===== src/rtl/q6.sv =====
// Seven-segment hex digit display: synchronizes SW into the CLOCK_50 domain,
// decodes the digit and drives a registered HEX0 with selectable polarity.
module q6 #(
    parameter int ACTIVE_LOW  = 1,
    parameter int SYNC_STAGES = 2
) (
    input  logic       CLOCK_50,
    input  logic       RESET_N,
    input  logic [3:0] SW,
    output logic [6:0] HEX0
);

    localparam logic [6:0] DARK = (ACTIVE_LOW != 0) ? 7'h7F : 7'h00;

    logic [3:0] sync_q [SYNC_STAGES];
    logic [6:0] seg_low;
    logic [6:0] seg_drive;

    // SW is asynchronous to CLOCK_50; only the last stage is trusted.
    always_ff @(posedge CLOCK_50 or negedge RESET_N) begin
        if (!RESET_N) begin
            for (int i = 0; i < SYNC_STAGES; i++) begin
                sync_q[i] <= 4'h0;
            end
        end else begin
            sync_q[0] <= SW;
            for (int i = 1; i < SYNC_STAGES; i++) begin
                sync_q[i] <= sync_q[i-1];
            end
        end
    end

    // Active-low glyphs (g..a); b and d use lowercase shapes to differ from 8 and 0.
    always_comb begin
        seg_low = 7'h7F;
        case (sync_q[SYNC_STAGES-1])
            4'h0: seg_low = 7'h40;
            4'h1: seg_low = 7'h79;
            4'h2: seg_low = 7'h24;
            4'h3: seg_low = 7'h30;
            4'h4: seg_low = 7'h19;
            4'h5: seg_low = 7'h12;
            4'h6: seg_low = 7'h02;
            4'h7: seg_low = 7'h78;
            4'h8: seg_low = 7'h00;
            4'h9: seg_low = 7'h10;
            4'hA: seg_low = 7'h08;
            4'hB: seg_low = 7'h03;
            4'hC: seg_low = 7'h46;
            4'hD: seg_low = 7'h21;
            4'hE: seg_low = 7'h06;
            4'hF: seg_low = 7'h0E;
            default: seg_low = 7'h7F;
        endcase
        seg_drive = (ACTIVE_LOW != 0) ? seg_low : ~seg_low;
    end

    always_ff @(posedge CLOCK_50 or negedge RESET_N) begin
        if (!RESET_N) begin
            HEX0 <= DARK;
        end else begin
            HEX0 <= seg_drive;
        end
    end

endmodule


===== config.mk =====
export PLATFORM = sky130hd
export DESIGN_NAME = q6
export DESIGN_NICKNAME = d
export VERILOG_FILES = /design/src/rtl/q6.sv
export SDC_FILE = /design/constraint.sdc
export NUM_CORES = 1
export LEC_CHECK = 0
export BUFFER_PORTS_ARGS = -buffer_cell sky130_fd_sc_hd__buf_2
export CORE_AREA = 4 4 42 44
export CTS_CLUSTER_DIAMETER = 120
export DETAILED_ROUTE_END_ITERATION = 6
export DIE_AREA = 0 0 46 48
export GPL_TIMING_DRIVEN = 0
export PLACE_DENSITY_LB_ADDON = 0.12
export SLEW_MARGIN = 25
export SYNTH_ARGS = -nofsm -noshare
export SYNTH_HDL_FRONTEND = slang
export SYNTH_SLANG_ARGS = --single-unit

===== constraint.sdc =====
create_clock -name CLOCK_50 -period 1.8 [get_ports CLOCK_50]
set_input_delay 0.09 -clock CLOCK_50 [delete_from_list [all_inputs] [get_ports CLOCK_50]]
set_output_delay 0.09 -clock CLOCK_50 [all_outputs]
set_load 0.02 [all_outputs]

# Yosys cells after proc, flatten, opt, wreduce, memory -nomap -nowiden
# Memory sizes are Yosys's and may differ from the RTL's. A register that Yosys moved wholly into a read port is not among the register bits.
# Cells that the tools add are included.
# totals
romBits	112
ramBits	0
out_inout_bits	7
in_bits	6
latch_bits	0
regBits	8
n_memories	1
# op_classes
div_mod_pow	0
addsub	0
n_lt_le_gt_ge	0
reduce_logical	1
mul	0
n_shift	0
n_eq_ne	0
bitwise_logic	0
n_mux	0
# mem_list
memory	words	word_bits	read_ports	rd_clocked_by_memory_dff	wr	line_no	rtl
(no name shown)	16	7	1	1	0	36	case (sync_q[SYNC_STAGES-1])
# ops
operator	count
1-bit zero test	1

# Longest topological paths before layout
# Gate-level depths: netlist of the first run.
# logic_depth
depth_word	1
depth_mapped	5
mapped_depth_nobuf	5

# Worst setup path after synthesis of the first run
# OpenSTA, ideal clock, no wires.
# synth_timing
kind	register to register
from	register sync_q[1] (netlist bit)
to	register HEX0[0]
setup_ps	79
synth_period_minus_slack_ps	1409
required_ps	1721
t_arrival_ps	1330
setup_slack_ps	391
n_path_buf	0
stages_incl_launch_ff	6
cell_sequence	dfrtp_1 inv_1 ha_1 and2b_2 or3b_1 o21ai_0
# synth_rtl
element	line_no	rtl
from (decl)	15	logic [3:0] sync_q [SYNC_STAGES];
from (signal, indexed assignment)	28	sync_q[i] <= sync_q[i-1];
to (decl)	10	output logic [6:0] HEX0

==> results of run 1 <==
==> cell usage in the layout (no fill, tap or decap) <==
master         count
a21oi_1            1
a22o_1             2
a32o_1             1
and2b_2            1
buf_2             13
buf_6              1
clkbuf_1           1
clkbuf_4           3
dfrtp_1            8
dfstp_2            7
dlygate4sd3_1      5
ha_1               7
inv_1              3
mux2_2             1
mux2i_1            4
mux4_1             1
nand2_1            1
nor2_1             5
o21ai_0            2
or3b_1             1
==> per-stage QoR <==
step	cells	instance area [sq um]	hold WS, ps	utilization [%]	power, uW
finish	84	816	247	56.8	655
global route	84	816	243	56.8	699
CTS	84	816	235	56.8	670
detailed placement	75	739	0.845	51.5	480
global placement	75	739	-1.00	51.5	478
floorplan	47	659	-206	-	447
==> logic make-up after synthesis <==
logic type	synth area share [%]
multiplexers	11.8
adder cells (fa/ha/maj)	13.3
AO/OA/AOI/OAI	6.45
buffers and inverters	4.17
AND/OR/NAND/NOR	6.07
flip-flops	58.3
==> sequential cells by signal (all words and copies together), names as in the netlist <==
register	flops
HEX0	7
sync_q	8
==> power groups by stage <==
stage | clock, uW | sequential, uW | combinational, uW
2_1_floorplan | 0 | 404 | 43.1
3_3_place_gp | 0 | 384 | 93.6
3_5_place_dp | 0 | 385 | 94.8
4_1_cts | 188 | 379 | 103
5_1_grt | 204 | 381 | 114
6_report | 176 | 378 | 101
==> repair_timing <==
action	in CTS	in global routing
endpoints found under the hold margin	19	0
hold buffers	5	0
setup endpoints to repair	0	0
==> final cells by class <==
type	count	area, sq um	share of cell area (%)
inverters	3	11.3	1.38
multi-input cells	27	248	30.4
clock buffers	4	26.3	3.22
repair buffers	17	110	13.5
plain buffers	2	16.3	1.99
well taps	16	20.0	2.45
flip-flops and latches	15	384	47.1
==> worst max-delay path, stage by stage (launching register included) <==
cell	delay, ps
dfrtp_1	430
inv_1	160
ha_1	200
and2b_2	220
or3b_1	350
o21ai_0	90
==> worst paths after layout <==
path	cells after the start	to	slack [ps]
min in group CLOCK_50	0	sync_q[2]	350
max in group asynchronous	2	HEX0[4]	1270
worst max register to register	5	HEX0[0]	260
worst max-delay path	5	HEX0[0]	260
worst min-delay path	2	sync_q[2]	250
worst min register to register	0	sync_q[2]	350
==> routing by layer <==
layer / track usage (%) / vias up / wire length [um]
li1: - / 201 / -
met1: 9.03 / 182 / 311
met2: 19.5 / 17 / 484
met3: 6.77 / 2 / 90
met4: 6.82 / 0 / 12
met5: 0 / - / 0
==> summary.txt, run 1 <==
Run status
  – Status: completed

Floorplanning
  – Die area: 2210 sq um
  – DIE HEIGHT: 48 um
  – Die X: 46 um
  – Initial Utilization: 45.9%
  – Top-level I/O count: 13
  – Core area: 1440 sq um
  – FP Rows: 14

Place
  – Post-Place Worst Slack: 235 ps
  – # port buffers: 12
  – GP Congestion: 0.717
  – Detailed Place HPWL: 693 um

Pwr
  – Pleak: 0.000407 uW
  – Pwr Density: 803 nW/um^2
  – Clock power share: 26.9%
  – Int Power: 501 uW
  – Seq pwr share: 57.7%
  – Comb pwr share: 15.4%
  – Sw Pwr: 154 uW
  – Peak VDD IR: 0.443 mV
  – Switching Share: 23.5%

Yosys
  – Syn Nets: 60
  – Mapped cell area: 659 sq um
  – Area leader, netlist: dfrtp_1
  – Yosys cell types: 17
  – Most common cell in the synthesized netlist: dfrtp_1
  – Post-synth EDFFs: 0
  – Main flop type after synthesis: dfrtp_1
  – Mapped Avg Cell Area: 14.0 sq um
  – Top cell type's share of synthesized area: 30.4%
  – Main area contributors after synthesis: dfrtp_1 (30%), dfstp_2 (28%), ha_1 (13%)
  – Synth Warn #: 0
  – #FFs+latches synth: 15
  – Synth Instances: 47
  – Sequential share of the synthesized area: 58.3%
  – Synth cell count leaders: dfrtp_1 (8), dfstp_2 (7), ha_1 (7)
  – FFs w/ async S/R, synth: 100%

CTS
  – CTS tree: yes
  – Cts repair resizes: 0
  – CTS buffer count: 3
  – Clk pin slew, worst setup/hold paths: 70 ps
  – H-tree depth: 1
  – Worst-skew pair later-pin latency: 270 ps
  – Clock Tree Root: clkbuf_4
  – Longest Clk Path Bufs: 2
  – Postcts setup bufs: 0
  – Clk sinks: 15

Detailed routing
  – TritonRoute pass-1 iters: 2
  – Via/cell ratio: 4.79
  – Via Count: 402
  – DR DRC count: 0
  – Total Wirelength: 899 um
  – ANT nets after route: 0
  – Iteration-0 DRC Markers: 2
  – WL per Instance: 10.7 um

Global route
  – Vias in the first global route: 402
  – Largest net degree at the start of global routing: 16
  – Initial antenna violation count: 0
  – Gr ovfl total: 0
  – First-pass GRT wire length: 1.60 mm
  – GRT Total Usage: 11.0%

Setup path
  – Worst Setup Start Kind: flop
  – Critical Path End Type: flop
  – Crit path launch: sync_q[1]
  – Worst-path fanout max: 5
  – Worst r2r src: sync_q[1]
  – Worst endpoint required time: 1990 ps
  – Critical path class: reg -> reg
  – Crit path DAT: 1730 ps

Final layout
  – Nets: 82
  – Number of diodes: 0
  – Layout cells sized above 1: 38.2%
  – Area Overhead vs Synth: 23.7%
  – Filler cells: 121

Timing
  – Final setup margin: 258 ps
  – Setup TNS: 0 ps
  – Worst-Margin Slew: 309 ps
  – Period utilisation layout: 85.7%
  – Final Hold Viols: 0
  – RSZ-0062 raised after global routing: no
  – F_max: 649 MHz
  – Max-slew violations: 0
  – Fin crit period: 1540 ps
  – Slew Limit Headroom: 79.4%
  – Worst Skew: 0.794 ps
  – Setup-failing EPs final: 0

Worst hold path
  – Class of the worst hold path: in -> async

Job
  – Max-cap viol count: 0
Power figures use the tool's default switching activity.
==> run 2: changes to the inputs <==
BUFFER_PORTS_ARGS = -buffer_cell sky130_fd_sc_hd__buf_4   (was -buffer_cell sky130_fd_sc_hd__buf_2)
==> run 2 against run 1 <==
Compared with the run above:
- critical endpoint unchanged
- first-iteration DRC count fell by 50%
- hold slack worse by 47 ps
- final cell count did not move
- setup slack got worse by 24 ps
- global-route usage down 0.76 points
- sequential power barely moved
==> summary.txt, run 2 (same netlist as run 1, synthesis figures left out) <==
Global route
  – GRT Total Usage: 10.2% (-0.76 points)
  – First-pass GRT wire length: 1.57 mm (-2.1%)
  – Gr ovfl total: 0 (unchanged)
  – Largest net degree at the start of global routing: 16 (unchanged)
  – Vias in the first global route: 400 (-0.50%)
  – Initial antenna violation count: 0 (unchanged)

Detailed routing
  – TritonRoute pass-1 iters: 4 (+2)
  – Total Wirelength: 965 um (+7.3%)
  – Iteration-0 DRC Markers: 1 (-1)
  – WL per Instance: 11.5 um (+7.3%)
  – ANT nets after route: 0 (unchanged)
  – Via Count: 413 (+2.7%)
  – DR DRC count: 0 (unchanged)
  – Via/cell ratio: 4.92 (+2.7%)

Timing
  – Worst-Margin Slew: 231 ps (-78.0 ps)
  – F_max: 638 MHz (-1.6%)
  – Period utilisation layout: 87.0% (+1.4 points)
  – Setup-failing EPs final: 0 (unchanged)
  – Setup TNS: 0 ps (unchanged)
  – Max-slew violations: 0 (unchanged)
  – Final Hold Viols: 0 (unchanged)
  – Worst Skew: 1.34 ps (+0.549 ps)
  – Slew Limit Headroom: 84.6% (+5.2 points)
  – Fin crit period: 1570 ps (+24.5 ps)
  – RSZ-0062 raised after global routing: no

CTS
  – Clk sinks: 15 (unchanged)
  – Worst-skew pair later-pin latency: 270 ps (about the same)
  – H-tree depth: 1 (unchanged)
  – Longest Clk Path Bufs: 2 (unchanged)
  – CTS tree: yes
  – CTS buffer count: 3 (unchanged)
  – Cts repair resizes: 0 (unchanged)
  – Postcts setup bufs: 0 (unchanged)
  – Clk pin slew, worst setup/hold paths: 80 ps (about the same)
  – Hold buffers post-CTS: 5 (unchanged)
  – Clock Tree Root: clkbuf_4

Final layout
  – Largest regs: sync_q: 8 flops, HEX0: 7 flops
  – Area Overhead vs Synth: 28.3%
  – Biggest register: sync_q
  – Number of diodes: 0 (unchanged)
  – Nets: 82 (unchanged)
  – Layout cells sized above 1: 38.2% (unchanged)
  – Commonest non-fill, non-tap cell in the layout: buf_4
  – Max FFs per register: 8 (unchanged)
  – Commonest non-fill, non-tap cells in the layout: buf_4 (12), dfrtp_1 (8), dfstp_2 (7), ha_1 (7)

Pwr
  – Comb pwr share: 16.6% (+1.2 points)
  – Pwr Density: 802 nW/um^2 (-0.14%)
  – Sw Pwr: 166 uW (+7.8%)
  – Pleak: 0.000414 uW (+1.9%)
  – Seq pwr share: 55.9% (-1.8 points)
  – Peak VDD IR: 0.493 mV (+11%)
  – Switching Share: 24.5% (+0.96 points)
  – Clock power share: 27.4% (+0.5 points)
  – Total power draw: 678 uW (+3.5%)
  – Int Power: 512 uW (+2.2%)

Setup path
  – Crit-path cells: inv_1, ha_1, and2b_2, or3b_1, o21ai_0
  – Crit path DAT: 1760 ps (+30 ps)
  – Worst r2r src: sync_q[1]
  – Worst-case reg-to-reg path depth: 5 (unchanged)
  – Worst endpoint required time: 2000 ps (about the same)
  – R2r endpoint: HEX0[0]
  – Worst Setup Start Kind: flop
  – Critical Path End Type: flop
  – Reg-to-reg slack, setup: 230 ps (-20 ps)
  – Worst path slowest cell: dfrtp_1
  – Worst-path fanout max: 5 (unchanged)
  – Critical path class: reg -> reg
  – CP max stage delay: 430 ps (about the same)

Floorplanning
  – Die X: 46 um (unchanged)
  – Top-level I/O count: 13 (unchanged)
  – FP Rows: 14 (unchanged)
  – Die area: 2210 sq um (unchanged)
  – Initial Utilization: 45.9% (unchanged)
  – DIE HEIGHT: 48 um (unchanged)
  – Core area: 1440 sq um (unchanged)

Job
  – Max-cap viol count: 0 (unchanged)

Place
  – GP Congestion: 0.704 (-1.8%)
  – # port buffers: 12 (unchanged)

Run status
  – Status: completed

Worst hold path
  – Class of the worst hold path: in -> async
## run 2: area by class of cell
cell class	instances	area (sq um)
multi-input cells	27	248
well taps	16	20.0
fillers	127	591
plain buffers	2	16.3
clock buffers	4	26.3
inverters	3	11.3
repair buffers	17	140
flip-flops and latches	15	384
## run 2: worst max-delay path by stage
stage / depth (start not counted) / to / start
floorplan: 5 / HEX0[0] / sync_q[1]
detailed placement: 5 / HEX0[0] / sync_q[1]
finish: 5 / HEX0[0] / sync_q[1]
global placement: 5 / HEX0[0] / sync_q[1]
global route: 5 / HEX0[0] / sync_q[1]
CTS: 5 / HEX0[0] / sync_q[1]
## run 2: power groups by stage
stage	registers (uW)	logic [uW]	clock network, uW
global placement	385	104	0
global route	382	124	203
CTS	380	114	195
finish	379	113	186
detailed placement	386	106	0
floorplan	404	43.1	0
## run 2: critical path: cells and delay by family, from the launching register on
| kind | cells | cell delay [ps] |
|---|---|---|
| and+or+nand+nor | 2 | 590 |
| DFF | 1 | 430 |
| adders and majority gates | 1 | 210 |
| buffers and inverters | 1 | 170 |
| AOI/OAI and AO/OA | 1 | 90 |
## run 2: metal layers
layer  GRT usage, %  vias up  part of all wire (%)
li1               -      200                     -
met1           10.3      198                    40
met2           18.7       13                    51
met3           2.26        2                   7.9
met4           6.82        0                  0.62
met5              0        -                     0
## run 2: metrics by stage
step	cells	utilization, %	setup slack, ps	area [sq um]	hold slack (ps)
6_report	84	58.9	234	846	200
3_5_place_dp	75	53.6	244	769	-49.0
3_3_place_gp	75	53.6	268	769	-51.0
5_1_grt	84	58.9	163	846	204
2_1_floorplan	47	-	391	659	-206
4_1_cts	84	58.9	225	846	195
